--- src/rtl/tmr_output_voter_if.sv ---
// Bundle of the voter's data-path signals.
//   in_valid_i, replica_a_i/b_i/c_i, clear_i  : sample and control, driven by the source
//   voted_data_o, voted_valid_o, error_o,
//   unrecoverable_o, replica_faulty_o         : voted result and fault status, driven by the voter
// The voter uses the slave modport; the transmitter side (or a bench) uses master.
interface tmr_output_voter_if #(
  parameter int unsigned DATA_WIDTH = 32
);
  logic                  in_valid_i;
  logic [DATA_WIDTH-1:0] replica_a_i;
  logic [DATA_WIDTH-1:0] replica_b_i;
  logic [DATA_WIDTH-1:0] replica_c_i;
  logic                  clear_i;
  logic [DATA_WIDTH-1:0] voted_data_o;
  logic                  voted_valid_o;
  logic [2:0]            error_o;
  logic                  unrecoverable_o;
  logic [2:0]            replica_faulty_o;

  modport master (
    output in_valid_i, replica_a_i, replica_b_i, replica_c_i, clear_i,
    input  voted_data_o, voted_valid_o, error_o, unrecoverable_o, replica_faulty_o
  );

  modport slave (
    input  in_valid_i, replica_a_i, replica_b_i, replica_c_i, clear_i,
    output voted_data_o, voted_valid_o, error_o, unrecoverable_o, replica_faulty_o
  );
endinterface

--- src/rtl/tmr_output_voter.sv ---
// Bitwise 2-of-3 majority voter over three redundant transmitter words.
// Registers the voted word plus a per-sample error vector (PMU trx_error encoding:
// one-hot = that replica disagreed, more than one bit = unrecoverable) and tracks
// persistent faults, dropping a replica from the vote after FAULT_THRESHOLD
// consecutive mismatching valid samples.
// Ports:
//   clk  : rising-edge clock
//   rst  : asynchronous active-low reset
//   bus  : tmr_output_voter_if.slave (replica inputs, clear, voted outputs, fault flags)
module tmr_output_voter #(
  parameter int unsigned DATA_WIDTH      = 32,
  parameter int unsigned FAULT_THRESHOLD = 4,
  parameter int unsigned CNT_WIDTH       = 8
) (
  input  logic                    clk,
  input  logic                    rst,
  tmr_output_voter_if.slave       bus
);

  localparam logic [CNT_WIDTH-1:0] Thresh = CNT_WIDTH'(FAULT_THRESHOLD);

  typedef enum logic [1:0] {ModeFull, ModeDegraded, ModeFailed} mode_e;

  logic [DATA_WIDTH-1:0]  r_voted_data, w_voted_data;
  logic                   r_voted_valid;
  logic [2:0]             r_error, w_error;
  logic                   r_unrec, w_unrec;
  logic [2:0]             r_faulty, w_faulty;
  logic [2:0][CNT_WIDTH-1:0] r_cnt, w_cnt;

  logic [DATA_WIDTH-1:0]  w_a, w_b, w_c, w_maj, w_h0, w_h1, w_pick;
  logic [2:0]             w_full_err;
  logic                   w_pair_eq;
  logic [1:0]             w_nfaulty;
  mode_e                  w_mode;

  assign w_a = bus.replica_a_i;
  assign w_b = bus.replica_b_i;
  assign w_c = bus.replica_c_i;

  assign w_maj      = (w_a & w_b) | (w_b & w_c) | (w_a & w_c);
  assign w_full_err = {|(w_c ^ w_maj), |(w_b ^ w_maj), |(w_a ^ w_maj)};
  assign w_nfaulty  = {1'b0, r_faulty[0]} + {1'b0, r_faulty[1]} + {1'b0, r_faulty[2]};

  always_comb begin
    w_mode = ModeFailed;
    if (w_nfaulty == 2'd0)      w_mode = ModeFull;
    else if (w_nfaulty == 2'd1) w_mode = ModeDegraded;
  end

  // Healthy pair in degraded mode (only meaningful when r_faulty is one-hot).
  always_comb begin
    w_h0 = w_a;
    w_h1 = w_b;
    unique case (r_faulty)
      3'b001:  begin w_h0 = w_b; w_h1 = w_c; end
      3'b010:  begin w_h0 = w_a; w_h1 = w_c; end
      default: begin w_h0 = w_a; w_h1 = w_b; end
    endcase
  end
  assign w_pair_eq = (w_h0 == w_h1);

  // Failed mode: lowest-index healthy replica, A if none is healthy.
  always_comb begin
    w_pick = w_a;
    if (!r_faulty[0])      w_pick = w_a;
    else if (!r_faulty[1]) w_pick = w_b;
    else if (!r_faulty[2]) w_pick = w_c;
  end

  // Voted outputs.
  always_comb begin
    w_voted_data = r_voted_data;
    w_error      = 3'b000;
    w_unrec      = 1'b0;
    if (bus.in_valid_i) begin
      unique case (w_mode)
        ModeFull: begin
          w_voted_data = w_maj;
          w_error      = w_full_err;
          w_unrec      = (w_full_err[0] & w_full_err[1]) | (w_full_err[1] & w_full_err[2]) |
                         (w_full_err[0] & w_full_err[2]);
        end
        ModeDegraded: begin
          if (w_pair_eq) begin
            w_voted_data = w_h0;
          end else begin
            w_error = 3'b111;
            w_unrec = 1'b1;
          end
        end
        default: begin
          w_voted_data = w_pick;
          w_error      = 3'b111;
          w_unrec      = 1'b1;
        end
      endcase
    end
  end

  // Mismatch counters and sticky faulty flags; clear overrides any counting.
  always_comb begin
    w_cnt    = r_cnt;
    w_faulty = r_faulty;
    if (bus.clear_i) begin
      w_cnt    = '0;
      w_faulty = 3'b000;
    end else if (bus.in_valid_i) begin
      for (int i = 0; i < 3; i++) begin
        if (w_mode == ModeFull) begin
          if (w_full_err[i]) begin
            w_cnt[i] = (r_cnt[i] >= Thresh) ? Thresh : r_cnt[i] + CNT_WIDTH'(1);
          end else begin
            w_cnt[i] = '0;
          end
        end else if (w_mode == ModeDegraded) begin
          if (!r_faulty[i] && w_pair_eq) w_cnt[i] = '0;
        end
        if (w_cnt[i] >= Thresh) w_faulty[i] = 1'b1;
      end
    end
  end

  always_ff @(posedge clk or negedge rst) begin
    if (!rst) begin
      r_voted_data  <= '0;
      r_voted_valid <= 1'b0;
      r_error       <= 3'b000;
      r_unrec       <= 1'b0;
      r_faulty      <= 3'b000;
      r_cnt         <= '0;
    end else begin
      r_voted_data  <= w_voted_data;
      r_voted_valid <= bus.in_valid_i;
      r_error       <= w_error;
      r_unrec       <= w_unrec;
      r_faulty      <= w_faulty;
      r_cnt         <= w_cnt;
    end
  end

  assign bus.voted_data_o     = r_voted_data;
  assign bus.voted_valid_o    = r_voted_valid;
  assign bus.error_o          = r_error;
  assign bus.unrecoverable_o  = r_unrec;
  assign bus.replica_faulty_o = r_faulty;

endmodule
--- src/flat_wrapper.sv ---
// flat-port wrapper written by rule: the top's interface ports become plain ports
module tmr_output_voter_flat 
#(
  parameter int unsigned DATA_WIDTH      = 32,
  parameter int unsigned FAULT_THRESHOLD = 4,
  parameter int unsigned CNT_WIDTH       = 8
)
  (clk, rst, bus_in_valid_i, bus_replica_a_i, bus_replica_b_i, bus_replica_c_i, bus_clear_i, bus_voted_data_o, bus_voted_valid_o, bus_error_o, bus_unrecoverable_o, bus_replica_faulty_o);
  tmr_output_voter_if #(.DATA_WIDTH(DATA_WIDTH)) bus_i ();
  input  logic clk;
  input  logic rst;
  input wire logic [$bits(bus_i.in_valid_i)-1:0] bus_in_valid_i;
  input wire logic [$bits(bus_i.replica_a_i)-1:0] bus_replica_a_i;
  input wire logic [$bits(bus_i.replica_b_i)-1:0] bus_replica_b_i;
  input wire logic [$bits(bus_i.replica_c_i)-1:0] bus_replica_c_i;
  input wire logic [$bits(bus_i.clear_i)-1:0] bus_clear_i;
  output wire logic [$bits(bus_i.voted_data_o)-1:0] bus_voted_data_o;
  output wire logic [$bits(bus_i.voted_valid_o)-1:0] bus_voted_valid_o;
  output wire logic [$bits(bus_i.error_o)-1:0] bus_error_o;
  output wire logic [$bits(bus_i.unrecoverable_o)-1:0] bus_unrecoverable_o;
  output wire logic [$bits(bus_i.replica_faulty_o)-1:0] bus_replica_faulty_o;
  assign bus_i.in_valid_i = bus_in_valid_i;
  assign bus_i.replica_a_i = bus_replica_a_i;
  assign bus_i.replica_b_i = bus_replica_b_i;
  assign bus_i.replica_c_i = bus_replica_c_i;
  assign bus_i.clear_i = bus_clear_i;
  assign bus_voted_data_o = bus_i.voted_data_o;
  assign bus_voted_valid_o = bus_i.voted_valid_o;
  assign bus_error_o = bus_i.error_o;
  assign bus_unrecoverable_o = bus_i.unrecoverable_o;
  assign bus_replica_faulty_o = bus_i.replica_faulty_o;
  tmr_output_voter #(.DATA_WIDTH(DATA_WIDTH), .FAULT_THRESHOLD(FAULT_THRESHOLD), .CNT_WIDTH(CNT_WIDTH)) u_core (.clk(clk), .rst(rst), .bus(bus_i));
endmodule
--- config.mk ---
export PLATFORM = sky130hd
export DESIGN_NAME = tmr_output_voter_flat
export DESIGN_NICKNAME = d
export VERILOG_FILES = /design/src/rtl/tmr_output_voter_if.sv /design/src/rtl/tmr_output_voter.sv /design/src/flat_wrapper.sv
export SDC_FILE = /design/constraint.sdc
export NUM_CORES = 1
export LEC_CHECK = 0
export ABC_AREA = 1
export CAP_MARGIN = 40
export CORE_MARGIN = 2
export CORE_UTILIZATION = 54
export DETAILED_ROUTE_END_ITERATION = 8
export PLACE_DENSITY = 0.79
export REMOVE_ABC_BUFFERS = 1
export SLEW_MARGIN = 20
export SYNTH_ARGS = -nofsm -noshare
export SYNTH_HDL_FRONTEND = slang
export SYNTH_SLANG_ARGS = --single-unit
export TNS_END_PERCENT = 50
--- constraint.sdc ---
create_clock -name clk -period 3.04 [get_ports clk]
set_clock_uncertainty 0.1 [all_clocks]
set_input_delay 0.608 -clock clk [delete_from_list [all_inputs] [get_ports clk]]
set_output_delay 0.608 -clock clk [all_outputs]
set_load 0.02 [all_outputs]
==> run metrics <==
Post-Route WL 27.69 mm; routed wire length per instance 16.31 um; worst vdd ir 280.5 uV; Post-synth EDFFs 0; final core utilization 75.26%; critical path required time between 3000 and 4000 ps; share of cells above drive strength 1 10.19%; flop-to-flop setup slack ~140 ps; clock root cell clkbuf_16; area of the die 14,460 um^2; DRC viols 0; Synth area leaders nand2_1, dfrtp_1, o21ai_0; ANT cells 0; critical-path cell list inv_2 > nand3_1 > nand2_2 > buf_12 > nand2_1 > nand2_1 > nand2_1 > nand2_1 > nand2_1 > nor2_1 > nand2_1 > nor2_2 > nand2_1 > a21oi_4 > buf_4 > buf_12 > nor2_1 > a41oi_1; Final nets 1,624; ys flop type dfrtp_1; Post-Syn Area per Cell between 5 and 6 um^2; Mapped Cells 1,303; CTS tree yes; Max transition margin 50.58%; antenna violations before repair 0; Arrival @ worst endpoint 3050 ps; Max Cap Viol 0; post-route non-filler standard cell count 1,697; slowest stage delay, CP 460 ps; Die Wd about 120 um; area grow syn2layout 36.61%; Die Ht 120.2 um; Core Area 13,240 um^2; first-pass GRT wire length about 43 mm; Clock transition at path regs 60 ps; slowest cell on the critical path dfrtp_2; Cell variety after synth 33; RR Endpoint u_core.bus.voted_data_o[2]; # placed instances 1,676; Hold WC Path Type in2async; Synth area leader nand2_1; yosys warns 0; worst r2r path cells 18; Initial Utilization between 50% and 60%; Crit path max-delay family simple AND/OR/NAND/NOR gates; Vias 9,713; final hold slack 173.0 ps; Cell Pwr Density 376.5 nW/um^2; Ports 140; vias per inst 5.724; H-tree depth 3; sequential area share after synthesis 21.95%; pin count of the biggest net entering global routing 65; Starting DRT DRC Count 1,133; critical path fanouts, max 27; clk buf depth 2; CP startpoint kind flop; WP buf/inv 4; Setup Viol. Count Final 0; critical path type reg2reg; clk_lat worst skew 350 ps; Routed Antenna Nets 0; number of port buffers 139; GRT Total Usage 37.69%; drt first pass iters 8; Final min period 2905 ps; Reg-to-Reg Start u_core.bus.replica_faulty_o[0]; Worst setup EP type flop; CTS Hold Buffers Added 0; max-slew violation count 0; final hold viol count 0; flops & latches, synth 64; leakage power around 5 nW; CTS sink count 64; max frequency 344.3 MHz; Final GP Congestion 0.9532; Final Cycle Share 95.55%; measured slew at the worst slew-check pin 741.3 ps; total CTS buffers 9; run status finished, final reports clean; Async SR Flop Fraction 100.0%; vias in the first global route roughly 8,800; Final Power ~3.8 mW; total congestion overflow 0; Detailed Place HPWL 19.33 mm; post-synth top area share a little under a quarter; std cell rows 42; Mapped Area 7296 um^2; Worst path most repeated cell nand2_1
power by group:
| part | internal [mW] | switching, mW |
|---|---|---|
| sequential | 0.963 | 0.0731 |
| clock | 0.628 | 0.449 |
| combinational | 0.699 | 0.941 |
| total | 2.29 | 1.46 |
stage by stage:
stage | area [um^2] | TNS [ps] | setup slack (ps)
after detailed placement | 9568 | -1296 | -124.8
after CTS | 9854 | 0 | 137.3
final | 9967 | 0 | 135.3
after floorplan | 7088 | -54990 | -1237
after global routing | 9967 | -415.9 | -44.00
after global placement | 9568 | -326.5 | -90.62
area by class of cell:
class	instances	area, um^2
inverter	174	656.9
tap	176	220.2
multi-input combinational	1016	4861
clock inverter	6	61.31
timing repair buffer	252	2340
fill	1146	3276
clock buffer	9	225.2
sequential	64	1603
how the worst max path moves through the flow:
| stage | from | endpoint | depth (start not counted) |
|---|---|---|---|
| after floorplan | u_core.bus.replica_faulty_o[1] | u_core.bus.voted_data_o[0] | 15 |
| after global placement | bus_replica_c_i[27] | u_core.bus.replica_faulty_o[0] | 15 |
| after detailed placement | bus_replica_c_i[27] | u_core.bus.replica_faulty_o[0] | 15 |
| after CTS | u_core.bus.replica_faulty_o[0] | u_core.bus.replica_faulty_o[0] | 9 |
| after global routing | u_core.bus.replica_faulty_o[0] | u_core.bus.voted_data_o[26] | 18 |
| final | u_core.bus.replica_faulty_o[0] | u_core.bus.voted_data_o[2] | 18 |
synthesized netlist by cell type (7+ instances only):
cell / instances
nand2_1: 463
o21ai_0: 174
inv_1: 167
nand3_1: 111
nor2_1: 92
dfrtp_1: 64
clkbuf_1: 30
xor2_1: 28
o211ai_1: 27
a41oi_1: 24
a21oi_1: 16
buf_2: 16
o21ai_1: 15
nand4_1: 12
a22oi_1: 9
o22ai_1: 9
inv_2: 7
cell usage in the layout, fill, tap and decap left out, types with 27 or more instances in the layout:
cell type,netlist,routed
buf_4,1,105
nand3_1,111,111
o21ai_0,174,171
clkdlybuf4s50_1,0,138
nand2_1,463,461
inv_1,167,166
xor2_1,28,28
o211ai_1,27,27
nor2_1,92,91
dfrtp_1,64,63
routing by layer:
layer  share of wire (%)  track usage (%)  vias up  routed length, um
li1                    -                -     4692                  -
met1                  41            51.01     4361              11440
met2                  44            60.33      583              12160
met3                  11            6.792       77               3093
met4                 3.6            13.81        0                993
met5                   0                0        -                  0
flip-flops by register name, summed over array words and instances (netlist names):
| register | flops |
|---|---|
| u_core.bus.replica_faulty_o | 3 |
| u_core.r_cnt | 24 |
| u_core.bus.unrecoverable_o | 1 |
| u_core.bus.voted_data_o | 32 |
| u_core.bus.voted_valid_o | 1 |
| u_core.bus.error_o | 3 |
kinds of logic (layout without fill, tap and decap cells):
kind of cell / count (synthesis) / after routing / share of synthesized area (%)
buffers and inverters: 223 / 441 / 11.80
AND/OR/NAND/NOR: 694 / 694 / 38.57
flip-flops: 64 / 64 / 21.95
XOR/XNOR: 28 / 28 / 3.361
adder cells (fa/ha/maj): 7 / 7 / 1.303
AO/OA/AOI/OAI: 287 / 287 / 23.01
repair_timing:
action,in CTS,in global routing
endpoints found under the hold margin,0,0
gates resized for setup,0,11
endpoints found under the setup margin,0,42
buffers inserted,0,4
Note: power is estimated with default switching activity, not from simulation.
